===== src/rtl/async_fifo_pkg.sv =====
// rtl/async_fifo_pkg.sv - shared helpers for the dual-clock FIFO controllers
// Purpose: width helper and Gray/binary conversions shared by the write and
//          read side controllers.
// Contents:
//   clog2     - ceiling log2, usable in parameter expressions
//   bin2gray  - binary to reflected Gray code, up to PTR_MAX_W bits
//   gray2bin  - reflected Gray code to binary, up to PTR_MAX_W bits
// Narrower pointers are zero-extended into the helpers and cast back down by
// the caller; zero upper bits leave the conversions exact.
package async_fifo_pkg;

  localparam int PTR_MAX_W = 32;

  function automatic int clog2(input int value);
    int result;
    result = 0;
    for (int i = 0; i < 31; i++) begin
      if ((1 << i) < value) begin
        result = i + 1;
      end
    end
    return result;
  endfunction

  function automatic logic [PTR_MAX_W-1:0] bin2gray(input logic [PTR_MAX_W-1:0] bin);
    return bin ^ (bin >> 1);
  endfunction

  function automatic logic [PTR_MAX_W-1:0] gray2bin(input logic [PTR_MAX_W-1:0] gray);
    logic [PTR_MAX_W-1:0] bin;
    bin[PTR_MAX_W-1] = gray[PTR_MAX_W-1];
    for (int i = PTR_MAX_W - 2; i >= 0; i--) begin
      bin[i] = bin[i+1] ^ gray[i];
    end
    return bin;
  endfunction

endpackage


===== src/rtl/gray_ptr_sync.sv =====
// rtl/gray_ptr_sync.sv - multi-flop synchroniser for a Gray-coded pointer
// Purpose: brings a Gray-coded pointer from a foreign clock domain into clk.
//          Used by both the write and read side controllers.
// Ports:
//   clk  in   destination-domain clock
//   rst  in   synchronous, active-high reset; clears every stage
//   d    in   WIDTH  Gray pointer from the other domain
//   q    out  WIDTH  synchronised pointer, SYNC_STAGES cycles behind
// Only one bit of d changes per source update, so each stage may go
// metastable on at most one bit and q is always an old or a new pointer.
// Stages are a pure flop chain with nothing in between.
module gray_ptr_sync #(
  parameter int WIDTH       = 4,
  parameter int SYNC_STAGES = 2
) (
  input  logic             clk,
  input  logic             rst,
  input  logic [WIDTH-1:0] d,
  output logic [WIDTH-1:0] q
);

  (* ASYNC_REG = "TRUE" *) logic [WIDTH-1:0] stage [SYNC_STAGES];

  always_ff @(posedge clk) begin
    if (rst) begin
      for (int i = 0; i < SYNC_STAGES; i++) begin
        stage[i] <= '0;
      end
    end else begin
      stage[0] <= d;
      for (int i = 1; i < SYNC_STAGES; i++) begin
        stage[i] <= stage[i-1];
      end
    end
  end

  assign q = stage[SYNC_STAGES-1];

endmodule


===== src/rtl/async_fifo_wr_ctrl.sv =====
// rtl/async_fifo_wr_ctrl.sv - write-side controller of a dual-clock FIFO
// Purpose: accepts a valid/ready stream in clka, drives the RAM write port
//          with zero latency, publishes a Gray write pointer and derives
//          full / almost_full / occupancy from the synchronised read pointer.
// Ports:
//   clka         in   write clock
//   rstb         in   synchronous, active-high reset
//   s_data       in   RAM_WIDTH  write data
//   s_valid      in   write request
//   s_ready      out  controller can accept (low in reset and when full)
//   rd_ptr_gray  in   AW+1  Gray read pointer from the clkb domain
//   addra        out  AW    RAM write address
//   dina         out  RAM_WIDTH  RAM write data
//   wea          out  RAM write enable
//   wr_ptr_gray  out  AW+1  registered Gray write pointer to the read domain
//   full         out  FIFO full
//   almost_full  out  occupancy >= ALMOST_FULL_THRESH
//   wr_count     out  AW+1  occupancy as seen from the write side
module async_fifo_wr_ctrl
  import async_fifo_pkg::*;
#(
  parameter  int RAM_WIDTH          = 36,
  parameter  int RAM_DEPTH          = 512,
  parameter  int SYNC_STAGES        = 2,
  parameter  int ALMOST_FULL_THRESH = RAM_DEPTH - 4,
  localparam int AW                 = clog2(RAM_DEPTH)
) (
  input  logic                 clka,
  input  logic                 rstb,
  input  logic [RAM_WIDTH-1:0] s_data,
  input  logic                 s_valid,
  output logic                 s_ready,
  input  logic [AW:0]          rd_ptr_gray,
  output logic [AW-1:0]        addra,
  output logic [RAM_WIDTH-1:0] dina,
  output logic                 wea,
  output logic [AW:0]          wr_ptr_gray,
  output logic                 full,
  output logic                 almost_full,
  output logic [AW:0]          wr_count
);

  localparam int PW = AW + 1;

  logic [PW-1:0] wbin;
  logic [PW-1:0] wgray;
  logic [PW-1:0] wbin_next;
  logic [PW-1:0] wgray_next;
  logic [PW-1:0] rq;
  logic [PW-1:0] rbin;
  logic [PW-1:0] occ_next;
  logic [PW-1:0] full_match;

  gray_ptr_sync #(
    .WIDTH       (PW),
    .SYNC_STAGES (SYNC_STAGES)
  ) u_rd_ptr_sync (
    .clk (clka),
    .rst (rstb),
    .d   (rd_ptr_gray),
    .q   (rq)
  );

  // Handshake and RAM port are combinational so the RAM captures the word on
  // the same edge that accepts it.
  assign s_ready = !full && !rstb;
  assign wea     = s_valid && s_ready;
  assign addra   = wbin[AW-1:0];
  assign dina    = s_data;

  assign wbin_next  = wbin + PW'(wea);
  assign wgray_next = PW'(bin2gray(PTR_MAX_W'(wbin_next)));
  assign rbin       = PW'(gray2bin(PTR_MAX_W'(rq)));
  assign occ_next   = wbin_next - rbin;

  // Full when the writer is exactly one lap ahead: in Gray code that is the
  // read pointer with its two top bits inverted.
  assign full_match = {~rq[AW:AW-1], rq[AW-2:0]};

  always_ff @(posedge clka) begin
    if (rstb) begin
      wbin        <= '0;
      wgray       <= '0;
      full        <= 1'b0;
      almost_full <= 1'b0;
      wr_count    <= '0;
    end else begin
      wbin        <= wbin_next;
      wgray       <= wgray_next;
      full        <= (wgray_next == full_match);
      almost_full <= (occ_next >= PW'(ALMOST_FULL_THRESH));
      wr_count    <= occ_next;
    end
  end

  assign wr_ptr_gray = wgray;

endmodule


===== config.mk =====
export PLATFORM = sky130hd
export DESIGN_NAME = async_fifo_wr_ctrl
export DESIGN_NICKNAME = d
export VERILOG_FILES = /design/src/rtl/async_fifo_pkg.sv /design/src/rtl/gray_ptr_sync.sv /design/src/rtl/async_fifo_wr_ctrl.sv
export SDC_FILE = /design/constraint.sdc
export NUM_CORES = 1
export LEC_CHECK = 0
export CORE_MARGIN = 2
export CORE_UTILIZATION = 42
export CTS_BUF_LIST = sky130_fd_sc_hd__clkbuf_2
export CTS_CLUSTER_DIAMETER = 120
export DETAILED_ROUTE_END_ITERATION = 10
export HOLD_SLACK_MARGIN = 0.05
export PLACE_DENSITY = 0.82
export SLEW_MARGIN = 20
export SYNTH_ARGS = -nofsm -noshare
export SYNTH_HDL_FRONTEND = slang
export SYNTH_SLANG_ARGS = --single-unit

===== constraint.sdc =====
create_clock -name clka -period 4.69 [get_ports clka]
set_input_delay 0.469 -clock clka [delete_from_list [all_inputs] [get_ports clka]]
set_output_delay 0.469 -clock clka [all_outputs]
set_load 0.01 [all_outputs]

==> flow_summary.yaml <==
logic_synthesis:
  synth_cell_types: 33
  yosysSeqAreaShare_pct: 40.6
  synth_compound_area_share_pct: 5.87
  ys.warnings.count: 0
  yosys.area_share.simple_pct: 16.8
  synth_top_family_by_area: "XOR/XNOR gates"
  synthAdderAreaFrac_pct: 6.27
  ys_ff_latch: 51
  syn_inst: 261
  synth_nets: 322
  synthXorXnorAreaFrac_pct: 17.2
  syn_avg_cell_area_um2: 9.63
  synth_mux_area_share_pct: 0.398
  synth_area_um2: 2510
timing:
  setup-violations-final: 0
  setup_tns_ns: 0
  worst_hold_slack_ns: 0.459
  skew_ns: 0.0153
  period_share_pct: 80.4
  rsz0062_at_grt: "false"
  worstMarginPinSlew_ns: 0.548
  slew_headroom_pct: 63.3
  final-hold-violation-count: 0
  max_clock_freq_mhz: 265
  fin_ws_ns: 0.919
  slew_viol_final: 0
  post-route-min-period_ns: 3.77
min_path:
  min_delay_worst_endpoint: "u_rd_ptr_sync.stage[0][18]"
  whs_path_depth: 1
  min_path_type: "reg2reg"
  hp-start: "u_rd_ptr_sync.stage[0][8]"
routing:
  vias: 1643
  drc_errors: 0
  ant_nets: 0
  routed_via_density: 4.68
  wirelength_um: 4390
  drtIter0Drc: 101
  drtPass1Iterations: 6
  post_drt_wl_per_cell_um: 12.5
global_route:
  use_met2_pct: 22.7
  track_usage_pct: 14.1
  grt_max_degree: 46
  met1_usage_pct: 15.9
  grt_pass1_vias: 1458
  grt.overflow.total: 0
  grtUsageMet3_pct: 4.44
  grt-busiest-layer: "met2"
  grt_pass1_wl_um: 6770
  antenna_found_initial: 0
worst_setup_path:
  r2r-start: "u_rd_ptr_sync.stage[0][19]"
  crit_top_cell: "xor2_2"
  critPathTopFamily: "XOR/XNOR gates"
  path_buf_inv: 0
  crit_fanout: 5
  max_stage_delay_ns: 0.39
  path_depth: 15
  critPathCaptureType: "flop"
  ff2ff_setup_slack_ns: 0.92
  rr_endpoint: "almost_full"
  reg2reg_depth: 15
  critPathLaunchType: "flop"
  critPathArrivalTime_ns: 4.12
  crit_type: "reg2reg"
  worstPathCellList: "xnor2_2 -> xor2_2 -> xor2_2 -> xor2_2 -> xor2_2 -> xor2_4 -> xor2_1 -> ha_1 -> nor2b_1 -> o31a_1 -> o21ai_0 -> o21ai_0 -> a31oi_1 -> xor2_1 -> a32o_1"
  crit_required_ns: 5.04
  crit_path_top_delay_cell: "dfxtp_1"
pwr:
  power.density_nw_per_um2: 311
  p_leak_nw: 1.19
  peakVddDrop_mv: 0.171
floorplanning:
  fp.coreArea_um2: 5850
  start_util_pct: 43.0
  row_count: 28
  dieWidth_um: 81.4
  chipHeight_um: 81.4
  dieArea_um2: 6620
  pin_count: 118
finish:
  final_cell_mix: "dfxtp_1 (51), clkdlybuf4s50_1 (45), nor2_1 (25)"
  final_common_cell: "dfxtp_1"
  n_antenna_cell: 0
  drive_gt1_share_pct: 6.52
  final_cells: 351
  n_fill_cell: 538
  nNetsFinal: 336
  synthToLayoutAreaGrowth_pct: 12.6
clock_tree:
  ctsHtreeMaxLevel: 2
  cts_tree: "built"
  clkSlewWorstSetupHoldPaths_ns: 0.22
  clock_sinks: 51
  cts_hold_buf: 0
  cts_setup_buffers: 0
  cts_resized: 0
  root_buffer: "clkbuf_2"
  clk_latency_ns: 0.44
  numCtsBuffers: 5
  ctsLongestPathBuffers: 2
placed_design:
  dpl.cell_count: 343
  gp_congestion: 0.894
  dp_hpwl_um: 3410
  place_ws_ns: 0.867
  port_buffers: 45
status:
  status: "complete, no violations"
job:
  drv_cap: 0
-- metal layers --
metal  up-vias  share of wire [%]
li1        825                  -
met1       720                 41
met5         -                  0
met3        22                7.5
met4         0                4.2
met2        76                 47
-- final cells by class --
| cell class | count | area, um2 | share of cell area, % |
|---|---|---|---|
| multi-input cells | 160 | 1170 | 41.3 |
| flip-flops and latches | 51 | 1020 | 36.1 |
| repair buffers | 48 | 473 | 16.7 |
| well taps | 75 | 93.8 | 3.31 |
| clock buffers | 7 | 35.0 | 1.24 |
| inverters | 9 | 33.8 | 1.19 |
| clock inverters | 1 | 5.00 | 0.177 |
-- sequential cells by signal, indices dropped and copies added (netlist names) --
register,count
wr_count,10
wr_ptr_gray,9
wbin,10
almost_full,1
u_rd_ptr_sync.stage,20
full,1
-- logic make-up after synthesis --
group,Yosys count
mux,1
flops,51
compound gates,23
simple gates,81
buf+inv,50
xor+xnor,43
fa+ha+maj,12
-- worst max-delay path by stage --
stage | from | slack (ns) | to
final | u_rd_ptr_sync.stage[0][19] | 0.92 | almost_full
after global placement | rstb | 0.98 | almost_full
after detailed placement | rstb | 0.87 | almost_full
after CTS | u_rd_ptr_sync.stage[0][19] | 0.91 | almost_full
after global routing | u_rd_ptr_sync.stage[0][19] | 0.55 | almost_full
after floorplan | rstb | 1.24 | almost_full
-- synth_stat cells --
| master | instances | share of area (%) |
|---|---|---|
| and2_1 | 8 | 2.0 |
| dfxtp_1 | 51 | 41 |
| nor2b_1 | 22 | 5.5 |
| nand4_1 | 2 | 0.50 |
| nor3_1 | 3 | 0.60 |
| a31oi_1 | 1 | 0.25 |
| nand2_1 | 6 | 0.90 |
| a21o_1 | 2 | 0.60 |
| xnor2_2 | 1 | 0.65 |
| buf_4 | 36 | 11 |
| o21a_1 | 2 | 0.60 |
| a211oi_1 | 1 | 0.30 |
| mux2i_1 | 1 | 0.40 |
| and3_1 | 4 | 1.0 |
| nor2_1 | 25 | 3.7 |
| xnor2_1 | 19 | 6.6 |
| nand3_1 | 5 | 1.0 |
| or3_1 | 2 | 0.50 |
| a2111o_1 | 1 | 0.45 |
| a32o_1 | 1 | 0.40 |
| and4_1 | 1 | 0.35 |
| or2_2 | 1 | 0.25 |
| fa_1 | 1 | 0.80 |
| xor2_1 | 18 | 6.3 |
| o21ai_0 | 6 | 1.2 |
| clkbuf_1 | 5 | 0.75 |
| nand2b_1 | 2 | 0.50 |
| o31a_1 | 2 | 0.70 |
| inv_1 | 9 | 1.3 |
| ha_1 | 11 | 5.5 |
| xor2_2 | 4 | 2.6 |
| a21oi_1 | 7 | 1.4 |
| xor2_4 | 1 | 1.1 |
-- stage by stage --
step	util, %	total power, W	cell area [um2]
floorplan	-	0.000670	2510
global placement	47.7	0.000717	2790
detailed placement	47.7	0.000723	2790
CTS	48.4	0.000895	2830
global route	48.4	0.000941	2830
finish	48.4	0.000882	2830
-- where the power goes --
group	internal, W	switching (W)
clock network	0.0000406	0.000129
logic	0.000126	0.000110
registers	0.000466	0.0000107
total	0.000632	0.000250
-- worst reg2reg max path, cell delays in order, from the launching register on --
cell	delay (ns)
dfxtp_1	0.39
xnor2_2	0.23
xor2_2	0.24
xor2_2	0.23
xor2_2	0.24
xor2_2	0.31
xor2_4	0.27
xor2_1	0.18
ha_1	0.24
nor2b_1	0.14
o31a_1	0.26
o21ai_0	0.26
o21ai_0	0.17
a31oi_1	0.23
xor2_1	0.10
a32o_1	0.21
Note: power is estimated with default switching activity, not from simulation.
